`src/rtl/video_pixel_feed_if.sv`:
```
// Upstream pixel stream into the video feed: valid/ready handshake, 24-bit RGB pixel, start-of-frame flag.
interface video_pixel_feed_if;
  logic        s_valid;
  logic        s_ready;
  logic [23:0] s_data;
  logic        s_sof;

  modport master (output s_valid, output s_data, output s_sof, input s_ready);
  modport slave  (input s_valid, input s_data, input s_sof, output s_ready);
endinterface

```
`src/rtl/video_pixel_feed.sv`:
```
// Raster timing generator fed from a pixel FIFO that locks each upstream frame (sof) to raster (0,0).
// Optional macro VIDEO_FEED_FILL_PATTERN_EN selects a magenta fill pixel instead of black.
module video_pixel_feed #(
  parameter int H_ACTIVE   = 640,
  parameter int H_FP       = 16,
  parameter int H_SYNC     = 96,
  parameter int H_BP       = 48,
  parameter int V_ACTIVE   = 480,
  parameter int V_FP       = 10,
  parameter int V_SYNC     = 2,
  parameter int V_BP       = 33,
  parameter int FIFO_DEPTH = 16
) (
  input  logic              clk,
  input  logic              rst,
  video_pixel_feed_if.slave s,
  output logic [7:0]        red,
  output logic [7:0]        green,
  output logic [7:0]        blue,
  output logic              hsync,
  output logic              vsync,
  output logic              de,
  output logic              frame_start,
  output logic              underflow
);

  localparam int H_TOTAL = H_ACTIVE + H_FP + H_SYNC + H_BP;
  localparam int V_TOTAL = V_ACTIVE + V_FP + V_SYNC + V_BP;
  localparam int XW      = $clog2(H_TOTAL);
  localparam int YW      = $clog2(V_TOTAL);
  localparam int AW      = $clog2(FIFO_DEPTH);
  localparam logic [AW:0] DEPTH_L = (AW + 1)'(FIFO_DEPTH);

`ifdef VIDEO_FEED_FILL_PATTERN_EN
  localparam logic [23:0] FILL_PIXEL = 24'hFF00FF;
`else
  localparam logic [23:0] FILL_PIXEL = 24'h000000;
`endif

  typedef enum logic [0:0] {
    ALIGN = 1'b0,
    RUN   = 1'b1
  } state_t;

  logic [XW-1:0] x_r;
  logic [YW-1:0] y_r;
  state_t        state_r;
  state_t        state_next_s;

  logic [24:0]   mem_r [FIFO_DEPTH];
  logic [AW-1:0] wr_ptr_r;
  logic [AW-1:0] rd_ptr_r;
  logic [AW:0]   count_r;
  logic [AW:0]   count_next_s;
  logic          ready_r;

  logic          active_s;
  logic          origin_s;
  logic          hsync_s;
  logic          vsync_s;
  logic          empty_s;
  logic          push_s;
  logic          pop_s;
  logic          show_s;
  logic          uf_s;
  logic [24:0]   head_s;
  logic [23:0]   pix_s;

  assign active_s = (x_r < XW'(H_ACTIVE)) && (y_r < YW'(V_ACTIVE));
  assign origin_s = (x_r == XW'(0)) && (y_r == YW'(0));
  assign hsync_s  = (x_r >= XW'(H_ACTIVE + H_FP)) && (x_r < XW'(H_ACTIVE + H_FP + H_SYNC));
  assign vsync_s  = (y_r >= YW'(V_ACTIVE + V_FP)) && (y_r < YW'(V_ACTIVE + V_FP + V_SYNC));
  assign empty_s  = (count_r == {(AW + 1){1'b0}});
  assign head_s   = mem_r[rd_ptr_r];
  assign push_s   = s.s_valid && ready_r;
  assign s.s_ready = ready_r;

  // Raster position counters.
  always_ff @(posedge clk) begin
    if (rst) begin
      x_r <= XW'(0);
      y_r <= YW'(0);
    end else if (x_r == XW'(H_TOTAL - 1)) begin
      x_r <= XW'(0);
      y_r <= (y_r == YW'(V_TOTAL - 1)) ? YW'(0) : y_r + YW'(1);
    end else begin
      x_r <= x_r + XW'(1);
    end
  end

  // Alignment FSM: decides pop, which pixel to show, and underflow.
  always_comb begin
    state_next_s = state_r;
    pop_s        = 1'b0;
    show_s       = 1'b0;
    uf_s         = 1'b0;
    case (state_r)
      ALIGN: begin
        if (empty_s) begin
          pop_s = 1'b0;
        end else if (!head_s[24]) begin
          pop_s = 1'b1;
        end else if (origin_s) begin
          pop_s        = 1'b1;
          show_s       = 1'b1;
          state_next_s = RUN;
        end else begin
          pop_s = 1'b0;
        end
      end
      RUN: begin
        if (!active_s) begin
          pop_s = 1'b0;
        end else if (empty_s) begin
          uf_s         = 1'b1;
          state_next_s = ALIGN;
        end else if (head_s[24] != origin_s) begin
          // sof arriving early, or a missing sof at (0,0): drop lock and realign
          state_next_s = ALIGN;
        end else begin
          pop_s  = 1'b1;
          show_s = 1'b1;
        end
      end
      default: begin
        state_next_s = ALIGN;
      end
    endcase
  end

  // Pixel selection and FIFO occupancy update.
  always_comb begin
    pix_s        = 24'h000000;
    count_next_s = count_r;
    if (!active_s) begin
      pix_s = 24'h000000;
    end else if (show_s) begin
      pix_s = head_s[23:0];
    end else begin
      pix_s = FILL_PIXEL;
    end
    case ({push_s, pop_s})
      2'b10:   count_next_s = count_r + (AW + 1)'(1);
      2'b01:   count_next_s = count_r - (AW + 1)'(1);
      default: count_next_s = count_r;
    endcase
  end

  // FSM state register.
  always_ff @(posedge clk) begin
    if (rst) begin
      state_r <= ALIGN;
    end else begin
      state_r <= state_next_s;
    end
  end

  // FIFO storage; stale contents are harmless because the pointers reset.
  always_ff @(posedge clk) begin
    if (push_s && !rst) begin
      mem_r[wr_ptr_r] <= {s.s_sof, s.s_data};
    end
  end

  // FIFO pointers, occupancy and ready.
  always_ff @(posedge clk) begin
    if (rst) begin
      wr_ptr_r <= AW'(0);
      rd_ptr_r <= AW'(0);
      count_r  <= {(AW + 1){1'b0}};
      ready_r  <= 1'b0;
    end else begin
      if (push_s) begin
        wr_ptr_r <= wr_ptr_r + AW'(1);
      end
      if (pop_s) begin
        rd_ptr_r <= rd_ptr_r + AW'(1);
      end
      count_r <= count_next_s;
      ready_r <= (count_next_s < DEPTH_L);
    end
  end

  // Registered video outputs, one cycle behind the raster position.
  always_ff @(posedge clk) begin
    if (rst) begin
      red         <= 8'h00;
      green       <= 8'h00;
      blue        <= 8'h00;
      hsync       <= 1'b0;
      vsync       <= 1'b0;
      de          <= 1'b0;
      frame_start <= 1'b0;
      underflow   <= 1'b0;
    end else begin
      red         <= pix_s[23:16];
      green       <= pix_s[15:8];
      blue        <= pix_s[7:0];
      hsync       <= hsync_s;
      vsync       <= vsync_s;
      de          <= active_s;
      frame_start <= origin_s;
      underflow   <= uf_s;
    end
  end

endmodule

```
`src/flat_wrapper.sv`:
```
// flat-port wrapper written by rule: the top's interface ports become plain ports
module video_pixel_feed_flat 
#(
  parameter int H_ACTIVE   = 640,
  parameter int H_FP       = 16,
  parameter int H_SYNC     = 96,
  parameter int H_BP       = 48,
  parameter int V_ACTIVE   = 480,
  parameter int V_FP       = 10,
  parameter int V_SYNC     = 2,
  parameter int V_BP       = 33,
  parameter int FIFO_DEPTH = 16
)
  (clk, rst, red, green, blue, hsync, vsync, de, frame_start, underflow, s_s_valid, s_s_data, s_s_sof, s_s_ready);
  video_pixel_feed_if s_i ();
  input  logic clk;
  input  logic rst;
  output logic [7:0] red;
  output logic [7:0] green;
  output logic [7:0] blue;
  output logic hsync;
  output logic vsync;
  output logic de;
  output logic frame_start;
  output logic underflow;
  input wire logic [$bits(s_i.s_valid)-1:0] s_s_valid;
  input wire logic [$bits(s_i.s_data)-1:0] s_s_data;
  input wire logic [$bits(s_i.s_sof)-1:0] s_s_sof;
  output wire logic [$bits(s_i.s_ready)-1:0] s_s_ready;
  assign s_i.s_valid = s_s_valid;
  assign s_i.s_data = s_s_data;
  assign s_i.s_sof = s_s_sof;
  assign s_s_ready = s_i.s_ready;
  video_pixel_feed #(.H_ACTIVE(H_ACTIVE), .H_FP(H_FP), .H_SYNC(H_SYNC), .H_BP(H_BP), .V_ACTIVE(V_ACTIVE), .V_FP(V_FP), .V_SYNC(V_SYNC), .V_BP(V_BP), .FIFO_DEPTH(FIFO_DEPTH)) u_core (.clk(clk), .rst(rst), .s(s_i), .red(red), .green(green), .blue(blue), .hsync(hsync), .vsync(vsync), .de(de), .frame_start(frame_start), .underflow(underflow));
endmodule
```
`config.mk`:
```
export PLATFORM = sky130hd
export DESIGN_NAME = video_pixel_feed_flat
export DESIGN_NICKNAME = d
export VERILOG_FILES = /design/src/rtl/video_pixel_feed_if.sv /design/src/rtl/video_pixel_feed.sv /design/src/flat_wrapper.sv
export SDC_FILE = /design/constraint.sdc
export NUM_CORES = 1
export LEC_CHECK = 0
export BUFFER_PORTS_ARGS = -buffer_cell sky130_fd_sc_hd__buf_2
export CORE_MARGIN = 1.5
export CORE_UTILIZATION = 50
export CTS_BUF_LIST = sky130_fd_sc_hd__clkbuf_8
export CTS_CLUSTER_SIZE = 8
export DETAILED_ROUTE_END_ITERATION = 10
export PLACE_DENSITY_LB_ADDON = 0.2
export SYNTH_ARGS = -nofsm -noshare
export SYNTH_HDL_FRONTEND = slang
export SYNTH_SLANG_ARGS = --single-unit
export TNS_END_PERCENT = 100
```
`constraint.sdc`:
```
create_clock -name clk -period 4.6 [get_ports clk]
set_clock_uncertainty 0.2 [all_clocks]
set_input_delay 0.92 -clock clk [delete_from_list [all_inputs] [get_ports clk]]
set_output_delay 0.92 -clock clk [all_outputs]
set_load 0.02 [all_outputs]
```
==> impl_table.tex <==
\begin{tabular}{lr}
\hline
Metric & Value \\
\hline
\multicolumn{2}{l}{\textbf{Logic synthesis}} \\
\quad Count of synthesis-stage warnings from yosys & 0 \\
\quad Count of flip-flops with a built-in enable after synthesis & 400 \\
\quad Number of unique standard cell types used by synthesis & 52 \\
\quad Most common cell in the synthesized netlist & edfxtp\_1 \\
\quad Biggest area consumer among synthesized cells & edfxtp\_1 \\
\quad Yosys top cell area share & 0.665 \\
\quad Number of register bits inferred by synthesis & 468 \\
\quad Proportion of synthesized flip-flops having asynchronous set or reset & 0 \\
\quad Mapped cell area & 0.0181 mm2 \\
\quad Commonest cells in the synthesized netlist & edfxtp\_1 (400), mux4\_2 (101), dfxtp\_1 (68), mux2i\_1 (49), nor2\_1 (42) \\
\quad Ys flop type & edfxtp\_1 \\
\quad Number of nets produced by synthesis & 983 \\
\quad Sequential cell area fraction in the yosys report & 0.741 \\
\quad Mapped Avg Cell Area & 19.2 um2 \\
\quad Most area-consuming cells after synthesis & edfxtp\_1 (67\%), mux4\_2 (13\%), dfxtp\_1 (7.5\%), mux2i\_1 (2.7\%), ha\_1 (1.0\%) \\
\quad Cell count after synthesis & 940 \\
\multicolumn{2}{l}{\textbf{Worst setup path}} \\
\quad Depth of the worst register-to-register path & 14 \\
\quad Worst path buffer plus inverter count & 0 \\
\quad Startpoint class of the critical path & register \\
\quad Data required, critical path & 4.96 ns \\
\quad Top Family by Delay on Critical Path & multiplexers \\
\quad Crit path DAT & 4.54 ns \\
\quad Critical path cell sequence & mux4\_2 -> mux4\_2 -> ha\_1 -> nand2\_1 -> nor4b\_2 -> nor2\_1 -> nor2\_1 -> ha\_2 -> xor2\_1 -> ha\_1 -> o211ai\_1 -> nand2b\_1 -> a2111o\_1 -> nand2\_1 \\
\quad Reg2reg setup slack & 0.41 ns \\
\quad Endpoint of the most critical register-to-register path & u\_core.s.s\_ready\$\_SDFF\_PP0\_ \\
\quad Critical Path Max Stage Delay & 0.55 ns \\
\quad Crit path kind & register to register \\
\quad Worst path depth & 14 \\
\quad Slowest stage cell on the critical path & mux4\_2 \\
\quad Largest driver fanout on the critical path & 10 \\
\quad Endpoint type of the worst setup path & register \\
\multicolumn{2}{l}{\textbf{CTS}} \\
\quad Clock tree from TritonCTS & built \\
\quad Clk slew on worst S/H paths & 0.06 ns \\
\quad H-tree Lvls & 3 \\
\quad Buffer count from post-CTS setup fixing & 0 \\
\quad Post-CTS Hold Fix Bufs & 0 \\
\quad Clock tree root buffer cell & clkbuf\_8 \\
\quad \# clock sinks & 468 \\
\quad Number of buffers inserted during clock tree synthesis & 75 \\
\quad Clock insertion delay at the later pin of the skew report & 0.62 ns \\
\quad Clock Tree Buf Depth & 3 \\
\multicolumn{2}{l}{\textbf{Die}} \\
\quad Effective utilization at floorplan & 0.508 \\
\quad Number of top-level pins & 58 \\
\quad Overall die area & 0.0373 mm2 \\
\quad Height of the chip & 193 um \\
\quad FP Rows & 69 \\
\quad CORE AREA & 0.0356 mm2 \\
\quad Die span in x & 193 um \\
\multicolumn{2}{l}{\textbf{Global routing}} \\
\quad Met2 track utilization from global routing & 0.329 \\
\quad Pin count of the biggest net entering global routing & 97 \\
\quad Met1 usage & 0.301 \\
\quad Global routing usage summed across all routing layers & 0.211 \\
\quad Met3 track demand over resource in global routing & 0.0442 \\
\quad Number of global-route vias before repair & 9356 \\
\quad Layer carrying the most global-route usage & met2 \\
\quad Wire length of the first global-routing pass & 56.7 mm \\
\quad GRT overflow & 0 \\
\quad Antenna violations before repair & 2 \\
\multicolumn{2}{l}{\textbf{Worst hold path}} \\
\quad Hold path cells & 1 \\
\quad Hold Path Class & register to register \\
\quad Startpoint of the worst hold path & u\_core.x\_r[0]\$\_SDFF\_PP0\_ \\
\quad Endpoint, Worst Hold & u\_core.x\_r[0]\$\_SDFF\_PP0\_ \\
\multicolumn{2}{l}{\textbf{Placed design}} \\
\quad GPL Wtd Cong & 0.783 \\
\quad IO Port Bufs & 57 \\
\quad Worst Setup Slack post-DPL & 0.277 ns \\
\quad Half-perimeter wire length after detailed placement & 20.6 mm \\
\quad Post-Place Cell Area & 0.0191 mm2 \\
\multicolumn{2}{l}{\textbf{Drt}} \\
\quad First-iteration detailed-routing DRC count & 663 \\
\quad Post-route antenna net violation count & 0 \\
\quad Via density & 5.72 \\
\quad Routed wire length & 37.2 mm \\
\quad Routed wire per std cell & 23.6 um \\
\quad DRC & 0 \\
\quad First-pass detailed-route iteration total & 4 \\
\quad Count of vias placed by the detailed router & 9015 \\
\multicolumn{2}{l}{\textbf{Cells and area}} \\
\quad Final Net Count & 1101 \\
\quad Layout cell share with drive strength beyond 1 & 0.277 \\
\quad Synthesis-to-layout area growth & 13.5\% \\
\quad Final cell area excluding filler cells & 0.0205 mm2 \\
\multicolumn{2}{l}{\textbf{Power and ir drop}} \\
\quad Pwr/cell area & 476 mW/mm2 \\
\quad Power, Total & 0.00975 W \\
\quad Leakage power of the design & 6.63 nW \\
\quad Highest ir drop seen on vdd & 329 uV \\
\multicolumn{2}{l}{\textbf{STA}} \\
\quad Highest clock rate & 239 MHz \\
\quad Final worst path period need & 4.19 ns \\
\quad Final setup slack of the worst path & 0.414 ns \\
\quad Slew at the pin closest to its max-slew limit & 0.833 ns \\
\quad Max transition margin & 0.444 \\
\quad Number of hold-slack violations in the final timing report & 0 \\
\quad Accumulated negative setup slack & 0 ns \\
\quad Max-slew violation total from the final report & 0 \\
\quad Count of final setup violators & 0 \\
\quad Unrepaired setup endpoints after global routing & false \\
\quad Final critical-path share of the clock period & 0.910 \\
\multicolumn{2}{l}{\textbf{Outcome}} \\
\quad Status & finished clean \\
\multicolumn{2}{l}{\textbf{Flow run}} \\
\quad Max\_cap viols & 0 \\
\hline
\end{tabular}
## worst max path at each step
stage / start / end / slack (ns)
final: register / u_core.s.s_ready$_SDFF_PP0_ / 0.41
after global routing: register / u_core.s.s_ready$_SDFF_PP0_ / 0.1
after floorplan: register / register / 0.22
after global placement: register / register / 0.38
after CTS: register / u_core.s.s_ready$_SDFF_PP0_ / 0.25
after detailed placement: register / u_core.s.s_ready$_SDFF_PP0_ / 0.28
## logic make-up (layout without fill, tap and decap cells)
logic type,count (synthesis),after routing,synth area share
other,0,1,0
multiplexers,150,150,0.153
flip-flops,468,468,0.741
buffers and inverters,66,241,0.0154
XOR/XNOR,16,16,0.00776
adder cells (fa/ha/maj),15,15,0.0104
AO/OA/AOI/OAI,61,61,0.0222
AND/OR/NAND/NOR,164,164,0.0504
## area by class of cell
| class | count | area [um2] |
|---|---|---|
| multi-input cells | 406 | 4520 |
| inverters | 14 | 52.6 |
| flip-flops and latches | 468 | 13400 |
| clock buffers | 82 | 1130 |
| clock inverters | 52 | 219 |
| well taps | 461 | 577 |
| diodes | 1 | 2.50 |
| repair buffers | 93 | 606 |
| fillers | 2692 | 15100 |
## metrics by stage
| step | hold WS (ns) | utilization | std cells |
|---|---|---|---|
| final | 0.286 | 0.576 | 1577 |
| after global routing | 0.317 | 0.576 | 1576 |
| after CTS | 0.292 | 0.576 | 1576 |
| after floorplan | 0.241 | - | 940 |
| after global placement | 0.258 | 0.538 | 1442 |
| after detailed placement | 0.279 | 0.538 | 1442 |
## sequential cells by signal, summed over array words and instances, names as in the netlist, named ones only
register            count
u_core.mem_r          400
u_core.blue             8
u_core.wr_ptr_r         4
u_core.y_r             10
u_core.s.s_ready        1
u_core.vsync            1
u_core.rd_ptr_r         4
u_core.green            8
u_core.x_r             10
u_core.de               1
u_core.frame_start      1
u_core.underflow        1
u_core.red              8
u_core.count_r          4
u_core.state_r          1
u_core.hsync            1
## routing by layer
layer	vias to the layer above	wire (um)
met5	-	11
met4	2	690
met3	58	1820
met2	216	17600
met1	4657	17000
li1	4082	-
## cells in the final DEF (no fill, tap or decap), types with 4 or more instances in the layout
master,count
a21oi_1,13
buf_12,4
buf_2,57
buf_4,32
clkbuf_8,82
clkinv_1,10
clkinv_2,4
dfxtp_1,65
edfxtp_1,400
ha_1,14
inv_1,48
mux2i_1,49
mux4_2,101
nand2_1,22
nand2b_1,8
nand3_1,17
nand4_1,10
nor2_1,30
nor2_4,12
nor3_1,10
nor3_2,4
nor3b_1,5
nor4_1,7
nor4b_1,7
o21ai_0,4
o22ai_1,24
o31ai_1,4
or3_1,4
or4_1,7
xnor2_1,10
xor2_1,6
## timing repair
item,4_1_cts,5_1_grt
gates resized for setup,0,2
endpoints found under the setup margin,0,2
endpoints found under the hold margin,0,0
## power by group
group	total (W)	leakage (nW)	switching, W	internal [W]
Combinational	0.00169	1.66	0.000890	0.000796
Clock	0.00320	0.816	0.00157	0.00164
Sequential	0.00486	4.15	0.000119	0.00474
Total	0.00975	6.63	0.00258	0.00717
## worst reg2reg max path, cell delays in order, from the launching register on
cell and delay [ns]:
dfxtp_1 0.50, mux4_2 0.55, mux4_2 0.50, ha_1 0.32, nand2_1 0.07, nor4b_2 0.26, nor2_1 0.06, nor2_1 0.18
ha_2 0.33, xor2_1 0.10, ha_1 0.21, o211ai_1 0.19, nand2b_1 0.15, a2111o_1 0.44, nand2_1 0.07
(Power assumes the default switching activity.)
